===== src/rtl/mem_bus_pkg.sv =====
// mem_bus_pkg: state encoding and bus geometry shared by the line engine and main_memory.
package mem_bus_pkg;
    typedef enum logic [2:0] {ST_IDLE, ST_WB, ST_RD, ST_FIN, ST_ERR} state_t;
    localparam int DEF_ADDR_W         = 32;
    localparam int DEF_DATA_W         = 32;
    localparam int DEF_WORDS_PER_LINE = 4;
    function automatic int bytes_per_word(input int data_w);
        return data_w / 8;
    endfunction
    function automatic int word_off_w(input int data_w);
        return $clog2(bytes_per_word(data_w));
    endfunction
    function automatic int line_off_w(input int data_w, input int words);
        return word_off_w(data_w) + $clog2(words);
    endfunction
endpackage


===== src/rtl/mem_ack_timer.sv =====
// mem_ack_timer: counts unacknowledged request cycles and flags the last allowed one.
module mem_ack_timer #(
    parameter int TIMEOUT = 255
) (
    input  logic i_clk,
    input  logic i_reset,
    input  logic i_clr,
    input  logic i_en,
    output logic o_expire
);
    localparam int CW = $clog2(TIMEOUT + 1);
    logic [CW-1:0] r_cnt;
    always_ff @(posedge i_clk) begin
        if (i_reset || i_clr) r_cnt <= '0;
        else if (i_en)        r_cnt <= r_cnt + 1'b1;
    end
    // Expire on the TIMEOUT-th waiting cycle so the request is never held longer.
    assign o_expire = i_en && (r_cnt == CW'(TIMEOUT - 1));
endmodule


===== src/rtl/mem_line_engine.sv =====
// mem_line_engine: writes back a dirty victim line, then fills a new line word by word
// over the main_memory request/acknowledge port.
module mem_line_engine
    import mem_bus_pkg::*;
#(
    parameter int ADDR_W         = DEF_ADDR_W,
    parameter int DATA_W         = DEF_DATA_W,
    parameter int WORDS_PER_LINE = DEF_WORDS_PER_LINE,
    parameter int TIMEOUT        = 255
) (
    input  logic                              i_clk,
    input  logic                              i_reset,
    input  logic                              i_start,
    input  logic [ADDR_W-1:0]                 i_fill_addr,
    input  logic                              i_victim_dirty,
    input  logic [ADDR_W-1:0]                 i_victim_addr,
    output logic [$clog2(WORDS_PER_LINE)-1:0] o_wb_idx,
    input  logic [DATA_W-1:0]                 i_wb_data,
    output logic                              o_fill_we,
    output logic [$clog2(WORDS_PER_LINE)-1:0] o_fill_idx,
    output logic [DATA_W-1:0]                 o_fill_data,
    output logic                              o_busy,
    output logic                              o_done,
    output logic                              o_error,
    output logic                              o_mem_req,
    output logic                              o_mem_we,
    output logic [ADDR_W-1:0]                 o_mem_addr,
    output logic [DATA_W-1:0]                 o_mem_wdata,
    input  logic [DATA_W-1:0]                 i_mem_rdata,
    input  logic                              i_mem_ack
);
    localparam int IDX_W  = $clog2(WORDS_PER_LINE);
    localparam int WOFF_W = word_off_w(DATA_W);
    localparam int LOFF_W = line_off_w(DATA_W, WORDS_PER_LINE);
    localparam logic [ADDR_W-1:0] LINE_MASK = ~((ADDR_W'(1) << LOFF_W) - ADDR_W'(1));

    state_t             r_state;
    logic               r_busy;
    logic               r_done;
    logic               r_error;
    logic               r_req;
    logic [IDX_W-1:0]   r_idx;
    logic [ADDR_W-1:0]  r_vbase;
    logic [ADDR_W-1:0]  r_fbase;
    logic               w_ack;
    logic               w_wb;
    logic               w_last;
    logic               w_expire;
    logic [ADDR_W-1:0]  w_addr;

    assign w_ack  = r_req && i_mem_ack;
    assign w_wb   = (r_state == ST_WB);
    assign w_last = (r_idx == IDX_W'(WORDS_PER_LINE - 1));
    assign w_addr = (w_wb ? r_vbase : r_fbase) + (ADDR_W'(r_idx) << WOFF_W);

    // A quiet port keeps the timer cleared, which covers entry into WB and RD.
    mem_ack_timer #(.TIMEOUT(TIMEOUT)) u_timer (
        .i_clk    (i_clk),
        .i_reset  (i_reset),
        .i_clr    (!r_req || i_mem_ack),
        .i_en     (r_req && !i_mem_ack),
        .o_expire (w_expire)
    );

    always_ff @(posedge i_clk) begin
        if (i_reset) begin
            r_state <= ST_IDLE;
            r_busy  <= 1'b0;
            r_done  <= 1'b0;
            r_error <= 1'b0;
            r_req   <= 1'b0;
            r_idx   <= '0;
            r_vbase <= '0;
            r_fbase <= '0;
        end else begin
            r_done  <= 1'b0;
            r_error <= 1'b0;
            case (r_state)
                ST_IDLE: if (i_start) begin
                    r_state <= i_victim_dirty ? ST_WB : ST_RD;
                    r_busy  <= 1'b1;
                    r_idx   <= '0;
                    r_vbase <= i_victim_addr & LINE_MASK;
                    r_fbase <= i_fill_addr & LINE_MASK;
                end
                ST_WB, ST_RD: begin
                    if (!r_req) r_req <= 1'b1;
                    else if (i_mem_ack) begin
                        r_idx <= w_last ? '0 : r_idx + 1'b1;
                        if (w_last) begin
                            r_req   <= 1'b0;
                            r_state <= w_wb ? ST_RD : ST_FIN;
                            r_done  <= !w_wb;
                        end
                    end else if (w_expire) begin
                        r_req   <= 1'b0;
                        r_state <= ST_ERR;
                        r_error <= 1'b1;
                    end
                end
                default: begin
                    r_state <= ST_IDLE;
                    r_busy  <= 1'b0;
                end
            endcase
        end
    end

    assign o_busy      = r_busy;
    assign o_done      = r_done;
    assign o_error     = r_error;
    assign o_mem_req   = r_req;
    assign o_mem_we    = r_req && w_wb;
    assign o_mem_addr  = r_req ? w_addr : '0;
    assign o_mem_wdata = o_mem_we ? i_wb_data : '0;
    assign o_wb_idx    = r_idx;
    assign o_fill_idx  = r_idx;
    assign o_fill_we   = w_ack && (r_state == ST_RD);
    assign o_fill_data = o_fill_we ? i_mem_rdata : '0;
endmodule


===== config.mk =====
export PLATFORM = sky130hd
export DESIGN_NAME = mem_line_engine
export DESIGN_NICKNAME = d
export VERILOG_FILES = /design/src/rtl/mem_bus_pkg.sv /design/src/rtl/mem_ack_timer.sv /design/src/rtl/mem_line_engine.sv
export SDC_FILE = /design/constraint.sdc
export NUM_CORES = 1
export LEC_CHECK = 0
export CORE_MARGIN = 1
export CORE_UTILIZATION = 33
export DETAILED_ROUTE_END_ITERATION = 8
export HOLD_SLACK_MARGIN = 0.1
export PLACE_DENSITY = 0.78
export SETUP_SLACK_MARGIN = 0.3
export SYNTH_ARGS = -nofsm -noshare
export SYNTH_HDL_FRONTEND = slang
export SYNTH_SLANG_ARGS = --single-unit

===== constraint.sdc =====
create_clock -name i_clk -period 1.6 [get_ports i_clk]
set_input_delay 0.16 -clock i_clk [delete_from_list [all_inputs] [get_ports i_clk]]
set_output_delay 0.16 -clock i_clk [all_outputs]
set_load 0.1 [all_outputs]

==> metrics.csv <==
stage;metric;value;unit
run_status;outcome;finished, violations left;
run_status;violations;setup timing;
drt;drc_errors;0;
timing;fin_crit_sh;125.8;%
hold_path;min_from;i_reset;
place;gp_congestion;0.8704;
critical_path;r2r_setup_slack;-0.25;ns
timing;hold_viol_final;0;
timing;setup_tns;-40.51;ns
power;p_sw_share;46.64;%
cts;cts_hold_buf;0;
timing;slew_headroom;63.92;%
synthesis;ys_ff_latch;73;
synthesis;netlist_area;3623;um2
global_route;grt_use_total;35.26;%
synthesis;synth-edff-count;0;
power;pwr_density_cell;1152;nW/um2
timing;setup_viol;161;
synthesis;synth_most_common_cell;nand2_1;
power;seqPwrFrac;21.4;%
critical_path;rr_startpoint;r_state[0];
timing;slew_viol_final;0;
synthesis;yosys.area_share.simple;35.91;%
flow_run;maxCapViolations;0;
global_route;antenna_found_initial;0;
cts;cts_tree;done;
hold_path;hp-class;input pin to flip-flop;
drt;viasPerCell;6.025;
final_layout;nFillCells;255;
final_layout;final_nets;928;
final_layout;area_delta_synth_final;170.8;%
drt;drt-total-wl;26.84;mm
synthesis;synth_adder_area_share;1.036;%
floorplan;die_area;11400;um2
critical_path;worstPathArrival;1.85;ns
power;switchingPower;5271;uW
synthesis;synth-seq-area-share;40.33;%
timing;skew;0.008880;ns
critical_path;cp-end-kind;output pin;
floorplan;die_h;106.8;um
synthesis;synth_mux_area_share;0.5525;%
final_layout;antenna_cells;0;
critical_path;start_kind;flip-flop;
place;place_hpwl;11.89;mm
floorplan;io_pins;239;
synthesis;synth.top_cells.by_count;177 x nand2_1, 89 x a21oi_1, 73 x dfxtp_1;
critical_path;worstPathRequired;1.44;ns
timing;rsz0062_at_grt;true;
synthesis;synth_top_family_by_area;simple AND/OR/NAND/NOR gates;
synthesis;ys_async_sr_fraction;0;%
power;p_leak;0.003923;uW
synthesis;synth_warnings;0;
synthesis;synth_top_area_share;40.33;%
critical_path;crit_type;flip-flop to output pin;
floorplan;placementRows;37;
synthesis;yosys-top-cells-area;dfxtp_1 40%, nand2_1 18%, a21oi_1 12%, and2_1 6.0%, and3_1 6.0%;
global_route;grt_pass1_wl;30.41;mm
synthesis;synth_cells;517;
power;p_clk_share;12.6;%
cts;clkTransAtPathRegs;0.08;ns
cts;clock_latency;0.35;ns
power;vdd_ir_drop_max;0.9134;mV
cts;clock_sinks;73;
drt;num_vias;5615;
synthesis;netlist-cell-type-count;36;
final_layout;final_util;93.79;%
drt;wl_per_cell;28.80;um
power;comb_power_share;66.0;%
floorplan;initial_utilization;34.63;%
synthesis;post_synth.cell_area_avg;7.009;um2
timing;min_period;2.013;ns
global_route;grt_start_max_net_pins;52;
synthesis;ys.flop_type;dfxtp_1;
cts;clockBufferDepth;2;
synthesis;yosys.area.top_type;dfxtp_1;
synthesis;synth-compound-area-share;14.30;%
cts;root_buffer;clkbuf_8;
timing;tightest_slew;0.5413;ns
global_route;grt_pass1_vias;5329;
drt;antenna_left;0;
cts;cts_made_buffers;9;
floorplan;coreArea;10460;um2
global_route;grt_overflow_total;0;
timing;fin_ws;-0.4135;ns
critical_path;crit_start;r_state[2];
synthesis;synth_xor_area_share;1.450;%
cts;htree_num_levels;3;
drt;drt_pre_antenna_iters;5;
critical_path;critPathMaxFanout;29;
final_layout;drive_gt1_share;59.92;%
floorplan;dieWidth;106.8;um
drt;drt_iter0_drc;584;
timing;max_freq;496.6;MHz
place;port_buffers;228;
power;p_int;6030;uW
==> worst max-delay path, cell delays in order, from the launching register on <==
cell	delay, ns
dfxtp_4	0.40
inv_4	0.05
nand3_1	0.12
buf_12	0.22
nand2_1	0.25
a21oi_4	0.25
buf_12	0.19
==> worst paths after layout <==
| path | endpoint | depth (start not counted) |
|---|---|---|
| setup / recovery | o_mem_addr[29] | 6 |
| hold / removal | r_vbase[6] | 2 |
| setup reg to reg | r_fbase[16] | 8 |
| hold reg to reg | r_fbase[12] | 2 |
==> layout make-up <==
cell class | count | area, um2 | share of cell area (%)
multi-input combinational | 394 | 3411 | 34.76
inverter | 5 | 23.77 | 0.2423
clock inverter | 4 | 45.04 | 0.4590
clock buffer | 11 | 131.4 | 1.339
sequential | 73 | 1481 | 15.10
timing repair buffer | 309 | 4551 | 46.37
tap | 136 | 170.2 | 1.734
==> sequential cells by signal, summed over array words and instances (netlist names) <==
signal         flops
o_done             1
r_vbase           28
u_timer.r_cnt      8
r_fbase           28
o_fill_idx         2
o_busy             1
r_state            3
o_error            1
o_mem_req          1
==> power groups by stage <==
stage / Clock, uW / Combinational, uW / Sequential (uW)
4_1_cts: 1360 / 6120 / 2320
3_5_place_dp: 0 / 4570 / 2360
6_report: 1420 / 7460 / 2420
2_1_floorplan: 0 / 2980 / 2440
5_1_grt: 1480 / 7600 / 2420
3_3_place_gp: 0 / 4460 / 2340
==> through the flow <==
| step | hold slack (ns) | worst slack [ns] | area [um2] | total power [uW] | std cells |
|---|---|---|---|---|---|
| detailed placement | 0.4482 | -0.2888 | 7921 | 6934 | 866 |
| floorplan | 0.2960 | -0.1754 | 4471 | 5418 | 518 |
| finish | 0.3031 | -0.4135 | 9813 | 11300 | 932 |
| CTS | 0.2183 | -0.2772 | 8995 | 9808 | 919 |
| global route | 0.3091 | -0.4235 | 9813 | 11500 | 932 |
| global placement | 0.4419 | -0.2386 | 7921 | 6797 | 866 |
==> layer usage <==
metal | routed length (um) | GRT usage, % | up-vias
met5 | 0 | 0 | -
met4 | 2250 | 17.03 | 0
met3 | 2530 | 7.903 | 183
met2 | 13080 | 63.41 | 493
met1 | 8977 | 38.99 | 2694
li1 | - | - | 2245
==> repair_timing <==
action / in CTS / in global routing
pin swaps: 29 / 107
endpoints found under the setup margin: 160 / 169
resized for setup: 98 / 175
cloned: 13 / 4
buffers inserted: 25 / 9
==> layout by cell type (no fill, tap or decap), types with 9 or more instances in the layout <==
| cell type | netlist | routed |
|---|---|---|
| clkdlybuf4s50_1 | 0 | 122 |
| buf_12 | 0 | 121 |
| nand2_1 | 177 | 79 |
| dfxtp_1 | 73 | 65 |
| nand2_4 | 0 | 63 |
| a21oi_2 | 0 | 58 |
| and2_4 | 0 | 35 |
| and3_4 | 0 | 33 |
| nand2_2 | 0 | 33 |
| a21oi_4 | 0 | 28 |
| buf_4 | 5 | 27 |
| buf_6 | 1 | 18 |
| buf_16 | 0 | 13 |
| nor2_1 | 13 | 11 |
| clkbuf_8 | 0 | 9 |
==> kinds of logic (layout without fill, tap and decap cells) <==
group | Yosys count | after routing
DFF | 73 | 73
adders and majority gates | 3 | 3
buffers and inverters | 51 | 329
muxes | 2 | 2
xor gates and xnor gates | 6 | 6
other | 1 | 2
AOI/OAI and AO/OA | 99 | 99
and+or+nand+nor | 282 | 282
Note: power is estimated with default switching activity, not from simulation.
